==> src/rtl/rodada_pkg.sv <==
// Shared definitions for the round judge: state encodings, LFSR setup
// and the default clamp window for the balance target.
package rodada_pkg;

  typedef enum logic [2:0] {
    OCIOSO = 3'd0,
    PREP   = 3'd1,
    ESPERA = 3'd2,
    JOGO   = 3'd3,
    PONTO  = 3'd4
  } estado_t;

  localparam int         LFSR_W    = 8;
  // x^8+x^6+x^5+x^4+1 on a left-shifting register: bits 7,5,4,3 feed back
  localparam logic [7:0] LFSR_TAPS = 8'hB8;
  localparam logic [7:0] LFSR_SEED = 8'h01;

  localparam int ALVO_MIN_DEF = 32;
  localparam int ALVO_MAX_DEF = 223;

  function automatic logic [7:0] clamp_alvo(input logic [7:0] v,
                                            input logic [7:0] lo,
                                            input logic [7:0] hi);
    logic [7:0] r;
    if (v < lo) begin
      r = lo;
    end else if (v > hi) begin
      r = hi;
    end else begin
      r = v;
    end
    return r;
  endfunction

endpackage

==> src/rtl/rodada_lfsr.sv <==
// Free-running 8-bit Fibonacci LFSR used as the source of new targets.
// The seed is non-zero and the polynomial is maximal, so 0 is never reached.
module rodada_lfsr
  import rodada_pkg::*;
(
  input  logic              clock,
  input  logic              reset,
  output logic [LFSR_W-1:0] q
);

  // shift register with xor feedback from the tap mask
  always_ff @(posedge clock or posedge reset) begin
    if (reset) begin
      q <= LFSR_SEED;
    end else begin
      q <= {q[LFSR_W-2:0], ^(q & LFSR_TAPS)};
    end
  end

endmodule

==> src/rtl/rodada_juiz.sv <==
// Round judge: answers the controller's handshake with prep_done, draws a
// target, times the balance attempt and reports hit/miss with a score.
module rodada_juiz
  import rodada_pkg::*;
#(
  parameter int PREP_CYCLES    = 50_000_000,
  parameter int HOLD_CYCLES    = 100_000_000,
  parameter int TIMEOUT_CYCLES = 500_000_000,
  parameter int TOL            = 16,
  parameter int ALVO_MIN       = ALVO_MIN_DEF,
  parameter int ALVO_MAX       = ALVO_MAX_DEF
) (
  input  logic       clock,
  input  logic       reset,
  input  logic       reset_nivel,
  input  logic       gerar_nova_jogada,
  input  logic       conta_nivel,
  input  logic [1:0] nivel,
  input  logic [7:0] angulo,
  output logic       prep_done,
  output logic       ponto_evento,
  output logic       acerto,
  output logic [7:0] alvo,
  output logic [7:0] pontos,
  output logic [2:0] db_estado
);

  localparam int PREP_W = (PREP_CYCLES > 1) ? $clog2(PREP_CYCLES) : 1;
  localparam int HOLD_W = (HOLD_CYCLES > 1) ? $clog2(HOLD_CYCLES) : 1;
  localparam int TO_W   = (TIMEOUT_CYCLES > 1) ? $clog2(TIMEOUT_CYCLES) : 1;

  localparam logic [PREP_W-1:0] PREP_LAST = PREP_W'(PREP_CYCLES - 1);
  localparam logic [PREP_W-1:0] PREP_ONE  = PREP_W'(1);
  localparam logic [HOLD_W-1:0] HOLD_LAST = HOLD_W'(HOLD_CYCLES - 1);
  localparam logic [HOLD_W-1:0] HOLD_ONE  = HOLD_W'(1);
  localparam logic [TO_W-1:0]   TO_LAST   = TO_W'(TIMEOUT_CYCLES - 1);
  localparam logic [TO_W-1:0]   TO_ONE    = TO_W'(1);

  estado_t           estado_r, estado_s;
  logic [PREP_W-1:0] prep_cnt_r;
  logic [HOLD_W-1:0] hold_cnt_r;
  logic [TO_W-1:0]   to_cnt_r;
  logic [7:0]        tol_r;
  logic [7:0]        alvo_r;
  logic [7:0]        pontos_r;
  logic              acerto_r;
  logic [7:0]        lfsr_q;
  logic [8:0]        diff_s;
  logic [8:0]        mag_s;
  logic              dentro_s;
  logic              hit_s;
  logic              miss_s;

  rodada_lfsr u_lfsr (
    .clock (clock),
    .reset (reset),
    .q     (lfsr_q)
  );

  // 9-bit difference keeps the sign so the magnitude is exact over 0..255
  assign diff_s   = {1'b0, angulo} - {1'b0, alvo_r};
  assign mag_s    = diff_s[8] ? (9'd0 - diff_s) : diff_s;
  assign dentro_s = (mag_s <= {1'b0, tol_r});
  assign hit_s    = (estado_r == JOGO) && conta_nivel && dentro_s && (hold_cnt_r == HOLD_LAST);
  assign miss_s   = (estado_r == JOGO) && conta_nivel && (to_cnt_r == TO_LAST);

  // state register
  always_ff @(posedge clock or posedge reset) begin
    if (reset) begin
      estado_r <= OCIOSO;
    end else begin
      estado_r <= estado_s;
    end
  end

  // next-state logic; reset_nivel overrides every state
  always_comb begin
    estado_s = estado_r;
    if (reset_nivel) begin
      estado_s = OCIOSO;
    end else begin
      case (estado_r)
        OCIOSO:  estado_s = PREP;
        PREP:    estado_s = (prep_cnt_r == PREP_LAST) ? ESPERA : PREP;
        ESPERA:  estado_s = gerar_nova_jogada ? JOGO : ESPERA;
        JOGO:    estado_s = (hit_s || miss_s) ? PONTO : JOGO;
        PONTO:   estado_s = PREP;
        default: estado_s = OCIOSO;
      endcase
    end
  end

  // counters, target latch, result and score
  always_ff @(posedge clock or posedge reset) begin
    if (reset) begin
      prep_cnt_r <= '0;
      hold_cnt_r <= '0;
      to_cnt_r   <= '0;
      tol_r      <= 8'd0;
      alvo_r     <= 8'h80;
      pontos_r   <= 8'd0;
      acerto_r   <= 1'b0;
    end else if (reset_nivel) begin
      prep_cnt_r <= '0;
      hold_cnt_r <= '0;
      to_cnt_r   <= '0;
      pontos_r   <= 8'd0;
    end else begin
      prep_cnt_r <= (estado_r == PREP) ? (prep_cnt_r + PREP_ONE) : '0;
      if ((estado_r == ESPERA) && gerar_nova_jogada) begin
        alvo_r     <= clamp_alvo(lfsr_q, 8'(ALVO_MIN), 8'(ALVO_MAX));
        tol_r      <= 8'(TOL) >> nivel;
        hold_cnt_r <= '0;
        to_cnt_r   <= '0;
      end else if ((estado_r == JOGO) && conta_nivel) begin
        hold_cnt_r <= dentro_s ? (hold_cnt_r + HOLD_ONE) : '0;
        to_cnt_r   <= to_cnt_r + TO_ONE;
      end
      // result is captured on entry to PONTO so it is valid with the pulse
      if (hit_s || miss_s) begin
        acerto_r <= hit_s;
        if (hit_s && (pontos_r != 8'hFF)) begin
          pontos_r <= pontos_r + 8'd1;
        end
      end
    end
  end

  assign prep_done    = (estado_r == ESPERA);
  assign ponto_evento = (estado_r == PONTO);
  assign db_estado    = estado_r;
  assign acerto       = acerto_r;
  assign alvo         = alvo_r;
  assign pontos       = pontos_r;

endmodule

==> config.mk <==
export PLATFORM = sky130hd
export DESIGN_NAME = rodada_juiz
export DESIGN_NICKNAME = d
export VERILOG_FILES = /design/src/rtl/rodada_pkg.sv /design/src/rtl/rodada_lfsr.sv /design/src/rtl/rodada_juiz.sv
export SDC_FILE = /design/constraint.sdc
export NUM_CORES = 1
export LEC_CHECK = 0
export ABC_AREA = 1
export BUFFER_PORTS_ARGS = -buffer_cell sky130_fd_sc_hd__clkbuf_2
export CAP_MARGIN = 20
export CORE_MARGIN = 4
export CORE_UTILIZATION = 40
export DETAILED_ROUTE_END_ITERATION = 6
export PLACE_DENSITY = 0.64
export SETUP_SLACK_MARGIN = 0.4
export SLEW_MARGIN = 20
export SYNTH_ARGS = -nofsm -noshare
export SYNTH_HDL_FRONTEND = slang
export SYNTH_HIERARCHICAL = 1
export SYNTH_SLANG_ARGS = --single-unit
==> constraint.sdc <==
create_clock -name clock -period 3.6 [get_ports clock]
set_input_delay 0.9 -clock clock [delete_from_list [all_inputs] [get_ports clock]]
set_output_delay 0.9 -clock clock [all_outputs]
set_load 0.05 [all_outputs]
==> impl_metrics.py, run 1 <==
metrics = {
    "placement": {
        "portBuffers": 36,
        "dp_hpwl_um": 11400,
        "globalplace.congestion": 0.879,
        "place_inst": 1182,
    },
    "timing": {
        "drv_slew": 0,
        "hold_ws_ns": 0.374,
        "hold_viol": 0,
        "worstMarginPinSlew_ns": 0.680,
        "setup_viol": 12,
        "min_period_over_period_pct": 101,
        "clock_skew_ns": 0.0108,
        "fin_crit_ns": 3.63,
        "rsz0062_at_grt": "yes",
        "timing.slew.headroom_pct": 54.2,
        "fmax_ghz": 0.275,
        "layout_setup_ws_ns": -0.0314,
    },
    "critical_path": {
        "crit_slowest_cell": "fa_2",
        "crit_chain": "clkbuf_16 -> inv_12 -> ha_4 -> inv_4 -> fa_2 -> inv_2 -> ha_4 -> nand2_4 -> o211ai_1 -> xor2_1 -> ha_1 -> a21oi_2 -> nand2_1 -> o21ai_2 -> buf_4 -> nand3_4 -> nor2_4 -> nand2_4 -> nor2_4 -> o21ai_2 -> o21ai_1",
        "critical_path_class": "in -> reg",
        "critPathArrivalTime_ns": 3.97,
        "cp-end-kind": "flip-flop",
        "critPathLaunchType": "input pin",
        "cp.buffers_inverters": 5,
        "critPathTopFamily": "adder cells",
        "worstPathRequired_ns": 3.94,
        "crit_fanout": 4,
        "critPathMaxStageDelay_ns": 0.57,
    },
    "clocking": {
        "cts_tree": "done",
        "cts_htree_levels": 4,
        "clk_pin_slew_ns": 0.06,
        "clock_sinks": 114,
        "clockRootBuffer": "clkbuf_16",
        "hold_buffers": 0,
        "clk_latency_ns": 0.42,
        "cts_buffer_depth": 2,
        "cts-buffers-inserted": 17,
    },
    "yosys": {
        "synth_top_family_by_area": "simple AND/OR/NAND/NOR gates",
        "synthCells": 897,
        "synth_xor_area_share_pct": 3.54,
        "ys_seq_elements": 114,
        "synthArstFlopShare_pct": 100,
        "yosys-top-cells-count": "nand2_1 (166), inv_1 (138), dfrtp_1 (112)",
        "synth_compound_area_share_pct": 12.0,
        "yosys.area_share.simple_pct": 31.0,
        "synth_edf_count": 0,
        "ys.flop_type": "dfrtp_1",
        "yosysTopAreaCell": "dfrtp_1",
        "synth.most_common_cell": "nand2_1",
        "synth_nets": 930,
        "synth.avg_cell_area_um2": 7.73,
        "synth.area.mux_share_pct": 0,
        "synth_adder_area_share_pct": 3.36,
        "syn_area_um2": 6930,
        "synth.distinct_cells": 54,
        "yosysSeqAreaShare_pct": 41.2,
        "netlist.area_leader.share_pct": 40.4,
        "netlist_top_cells_area": "dfrtp_1 (40%), nand2_1 (9.0%), inv_1 (7.5%)",
        "yosys_warnings": 6,
    },
    "global_routing": {
        "grt.total_usage_pct": 17.3,
        "antenna_found_initial": 0,
        "gr-total-overflow": 0,
        "grt_pass1_wl_um": 28200,
        "grt_max_degree": 68,
        "grt_pass1_vias": 6021,
    },
    "route": {
        "wire_per_inst_um": 13.2,
        "drt-total-wl_um": 16300,
        "via_count": 6252,
        "ant_nets": 0,
        "drc": 0,
        "dr.pass1.iters": 5,
        "via_per_inst": 5.07,
        "first_iter_violations": 397,
    },
    "pwr": {
        "power.density_nw_per_um2": 390,
        "leakage_nw": 3.99,
        "irDropWorstVdd_uv": 401,
        "power_mw": 3.38,
    },
    "outcome": {
        "violations": "setup timing",
        "status": "finished with violations",
    },
    "finish": {
        "area_growth_pct": 25.0,
        "drive_gt1_share_pct": 23.4,
        "post-route-util_pct": 51.7,
        "diodes": 0,
        "nets": 1033,
        "fin_cells": 1233,
    },
    "die": {
        "dieArea_um2": 19500,
        "rows": 47,
        "ios": 37,
        "die_height_um": 140,
        "core_area_um2": 16800,
        "initial_core_util_pct": 41.4,
        "die_w_um": 140,
    },
    "run": {
        "cap_violations": 0,
    },
    "min_path": {
        "min_path_type": "reg -> reg",
    },
}
## cell families after synthesis
kind of cell / count (synthesis)
flip-flops: 114
XOR/XNOR: 28
adder cells (fa/ha/maj): 18
buffers and inverters: 162
AO/OA/AOI/OAI: 134
AND/OR/NAND/NOR: 441
## flip-flops by register name (all words and copies together) (netlist names)
name        count
alvo            8
to_cnt_r       29
u_lfsr/q        8
db_estado       3
tol_r           4
pontos          8
hold_cnt_r     27
prep_cnt_r     26
acerto          1
## path summary, 6_finish.rpt
check / from / endpoint / slack (ns) / cells after the start
max: angulo[0] / hold_cnt_r[23]$_DFFE_PP0P_ / -0.03 / 21
max reg2reg: alvo[7]$_DFFE_PP1P_ / hold_cnt_r[23]$_DFFE_PP0P_ / 0.17 / 20
min in group asynchronous: reset / u_lfsr/q[5]$_DFF_PP0_ / 0.43 / 2
max in group asynchronous: reset / hold_cnt_r[11]$_DFFE_PP0P_ / 2.50 / 3
min: u_lfsr/q[2]$_DFF_PP0_ / u_lfsr/q[3]$_DFF_PP0_ / 0.37 / 0
min reg2reg: u_lfsr/q[2]$_DFF_PP0_ / u_lfsr/q[3]$_DFF_PP0_ / 0.37 / 0
## cell type report
class | instances | area [µm²]
Clock buffer | 21 | 440
Clock inverter | 11 | 139
Fill cell | 1552 | 8100
Inverter | 149 | 586
Multi-Input combinational cell | 622 | 3680
Sequential cell | 114 | 2860
Tap cell | 220 | 275
Timing Repair Buffer | 95 | 677
Timing Repair inverter | 1 | 11.3
## layer usage
layer  wire [µm]  share of wire (%)  vias up  GRT usage, %
li1            -                  -     3177             -
met1        7840                 48     2929          24.2
met2        7470                 46      130          27.1
met3         863                5.3       16          4.80
met4         156               0.96        0          3.82
met5           0                  0        -             0
## metrics by stage
| stage | setup WS (ns) | area (µm²) | TNS [ns] |
|---|---|---|---|
| after floorplan | 0.00610 | 7020 | 0 |
| final | -0.0314 | 8660 | -0.204 |
| after global placement | -0.398 | 7750 | -11.64 |
| after detailed placement | -0.441 | 7750 | -12.78 |
| after global routing | -0.245 | 8660 | -6.41 |
| after CTS | 0.0945 | 8590 | 0 |
## power breakdown
part,leakage [nW],internal [mW],switching (mW)
Clock,0.281,1.08,0.597
Sequential,1.56,1.29,0.00446
Combinational,2.15,0.172,0.230
Total,3.99,2.54,0.831
## cells in the final DEF, fill, tap and decap left out, types with 11 or more instances in the layout
cell type  Yosys  routed
inv_1        138     133
nand3_1       70      57
dfrtp_1      112     112
nand2_1      166     156
nor3_1        37      36
nor4_1        11      11
clkbuf_16      0      18
o21ai_0       46      35
nand3_2        6      18
buf_4          0      53
nand4_1       27      27
xor2_1        22      22
ha_1          17      15
o22ai_2       10      11
a21oi_1       48      46
nand2_2        8      16
nor2_1        81      80
clkbuf_2       0      36
## timing repair
action                                 CTS  global route
cloned                                   2             0
pin swaps                               18            18
setup endpoints to repair               39            39
endpoints found under the hold margin    0             0
resized for setup                       33            16
buffers inserted                        14             2
Power figures use the tool's default switching activity.
==> run 2: changes to the inputs <==
==> constraint.sdc (replaced) <==
create_clock -name clock -period 3.1 [get_ports clock]
set_input_delay 0.775 -clock clock [delete_from_list [all_inputs] [get_ports clock]]
set_output_delay 0.775 -clock clock [all_outputs]
set_load 0.05 [all_outputs]
==> impl_metrics.py, run 2 (synthesis results as in run 1) <==
metrics = {
    "die": {
        "die_w_um": 140,
        "ios": 37,
        "dieArea_um2": 19500,
        "initial_core_util_pct": 41.4,
        "core_area_um2": 16800,
        "rows": 47,
        "die_height_um": 140,
    },
    "critical_path": {
        "worstPathRequired_ns": 3.40,
        "cp-end-kind": "flip-flop",
        "rr_worst_depth": 18,
        "critPathArrivalTime_ns": 3.66,
        "crit_fanout": 7,
        "critPathLaunchType": "input pin",
        "critical_path_class": "in -> reg",
        "rr_startpoint": "alvo[0]$_DFFE_PP0P_",
        "worstSetupStartpoint": "angulo[0]",
    },
    "clocking": {
        "clockRootBuffer": "clkbuf_16",
        "cts_htree_levels": 4,
        "cts_tree": "done",
        "clk_latency_ns": 0.42,
        "hold_buffers": 0,
        "cts-buffers-inserted": 17,
        "clock_sinks": 114,
        "clk_pin_slew_ns": 0.06,
        "cts_buffer_depth": 2,
    },
    "min_path": {
        "min_path_type": "in -> async",
    },
    "finish": {
        "fin_cells": 1234,
        "final_cell_mix": "nand2_1 (161), inv_1 (133), dfrtp_1 (112), nor2_1 (79), nand3_1 (57)",
        "layout.cells.most_common": "nand2_1",
        "nets": 1034,
        "diodes": 0,
        "top_register": "to_cnt_r",
        "reg_top3": "to_cnt_r x29, hold_cnt_r x27, prep_cnt_r x26",
        "largest_reg_flops": 29,
        "area_growth_pct": 26.1,
        "final_cell_area_um2": 8740,
        "drive_gt1_share_pct": 24.1,
    },
    "timing": {
        "timing.slew.headroom_pct": 41.1,
        "setup_viol": 39,
        "hold_ws_ns": 0.299,
        "clock_skew_ns": 0.00935,
        "drv_slew": 0,
        "rsz0062_at_grt": "yes",
        "min_period_over_period_pct": 108,
        "worstMarginPinSlew_ns": 0.876,
        "fin_crit_ns": 3.36,
        "hold_viol": 0,
        "fmax_ghz": 0.298,
        "layout_setup_ws_ns": -0.256,
    },
    "pwr": {
        "leakage_nw": 3.98,
        "irDropWorstVdd_uv": 423,
        "power_mw": 4.05,
        "power.density_nw_per_um2": 463,
    },
    "run": {
        "cap_violations": 0,
    },
    "route": {
        "wire_per_inst_um": 13.5,
        "via_count": 6297,
        "drc": 0,
        "drt-total-wl_um": 16600,
        "via_per_inst": 5.10,
        "first_iter_violations": 362,
        "ant_nets": 0,
        "dr.pass1.iters": 5,
    },
    "placement": {
        "portBuffers": 36,
        "globalplace.congestion": 0.869,
        "place_inst": 1192,
        "dp_hpwl_um": 11900,
        "place_ws_ns": -0.835,
        "place_area_um2": 7820,
    },
    "global_routing": {
        "use_met2_pct": 28.2,
        "gr-total-overflow": 0,
        "grt_pass1_vias": 6122,
        "grt_busiest_layer": "met2",
        "grt_max_degree": 47,
        "grt.total_usage_pct": 17.6,
        "grt.met1_usage_pct": 24.1,
        "antenna_found_initial": 0,
        "grtUsageMet3_pct": 4.63,
        "grt_pass1_wl_um": 28700,
    },
    "outcome": {
        "status": "finished with violations",
        "violations": "setup timing",
    },
}
run 2: cell types whose count changed in the layout (fill, tap and decap cells not counted), sizes merged:
cell / previous run / this run
buf: 58 / 60
bufinv: 3 / 4
clkbuf: 58 / 56
clkinv: 8 / 5
clkinvlp: 3 / 6
run 2: final timing paths:
kind                                       endpoint  slack [ns]
setup / recovery              pontos[0]$_DFFE_PP0P_       -0.26
hold / removal                u_lfsr/q[6]$_DFF_PP0_        0.30
setup reg to reg              pontos[0]$_DFFE_PP0P_       -0.15
hold reg to reg               u_lfsr/q[3]$_DFF_PP0_        0.38
max in group asynchronous  to_cnt_r[24]$_DFFE_PP0P_        2.16
min in group clock            u_lfsr/q[3]$_DFF_PP0_        0.38
run 2: routing by layer:
layer  routed length (µm)  part of all wire, %  vias up
met4                  115                 0.69        0
met5                    0                    0        -
met3                  849                  5.1       13
li1                     -                    -     3174
met1                 7880                   47     2971
met2                 7800                   47      139
run 2: metrics by stage:
stage	util, %	TNS, ns
after floorplan	-	-11.74
after global placement	46.7	-25.47
after detailed placement	46.7	-27.85
after CTS	51.5	-4.42
after global routing	52.2	-10.93
final	52.2	-5.96
run 2: area by class of cell:
cell class	instances	area (µm²)
Clock buffer	20	447
Clock inverter	12	184
Fill cell	1598	8020
Inverter	149	586
Multi-Input combinational cell	622	3700
Sequential cell	114	2860
Tap cell	220	275
Timing Repair Buffer	96	682
Timing Repair inverter	1	11.3
run 2: repair_timing:
| action | in CTS | in global routing |
|---|---|---|
| setup buffers | 4 | 4 |
| gates resized for setup | 34 | 18 |
| gates cloned | 2 | 0 |
| pin swaps | 20 | 14 |
| setup endpoints to repair | 39 | 39 |
run 2: where the power goes:
| part | leakage, nW | internal (mW) | total (mW) | switching [mW] |
|---|---|---|---|---|
| registers | 1.56 | 1.50 | 1.50 | 0.00480 |
| clock network | 0.289 | 1.37 | 2.09 | 0.718 |
| logic | 2.14 | 0.192 | 0.457 | 0.264 |
run 2: worst max-delay path: stages:
cell,delay (ns)
clkbuf_16,0.13
inv_12,0.04
ha_4,0.13
inv_4,0.03
fa_2,0.53
inv_2,0.05
ha_4,0.16
nand2_2,0.06
o211ai_1,0.09
xor2_1,0.18
ha_1,0.34
a21oi_2,0.13
nand2_1,0.07
o21ai_2,0.08
and2_4,0.17
nand3_4,0.06
a21oi_4,0.22
nand4_4,0.21
nand3_2,0.13
nand2_1,0.07
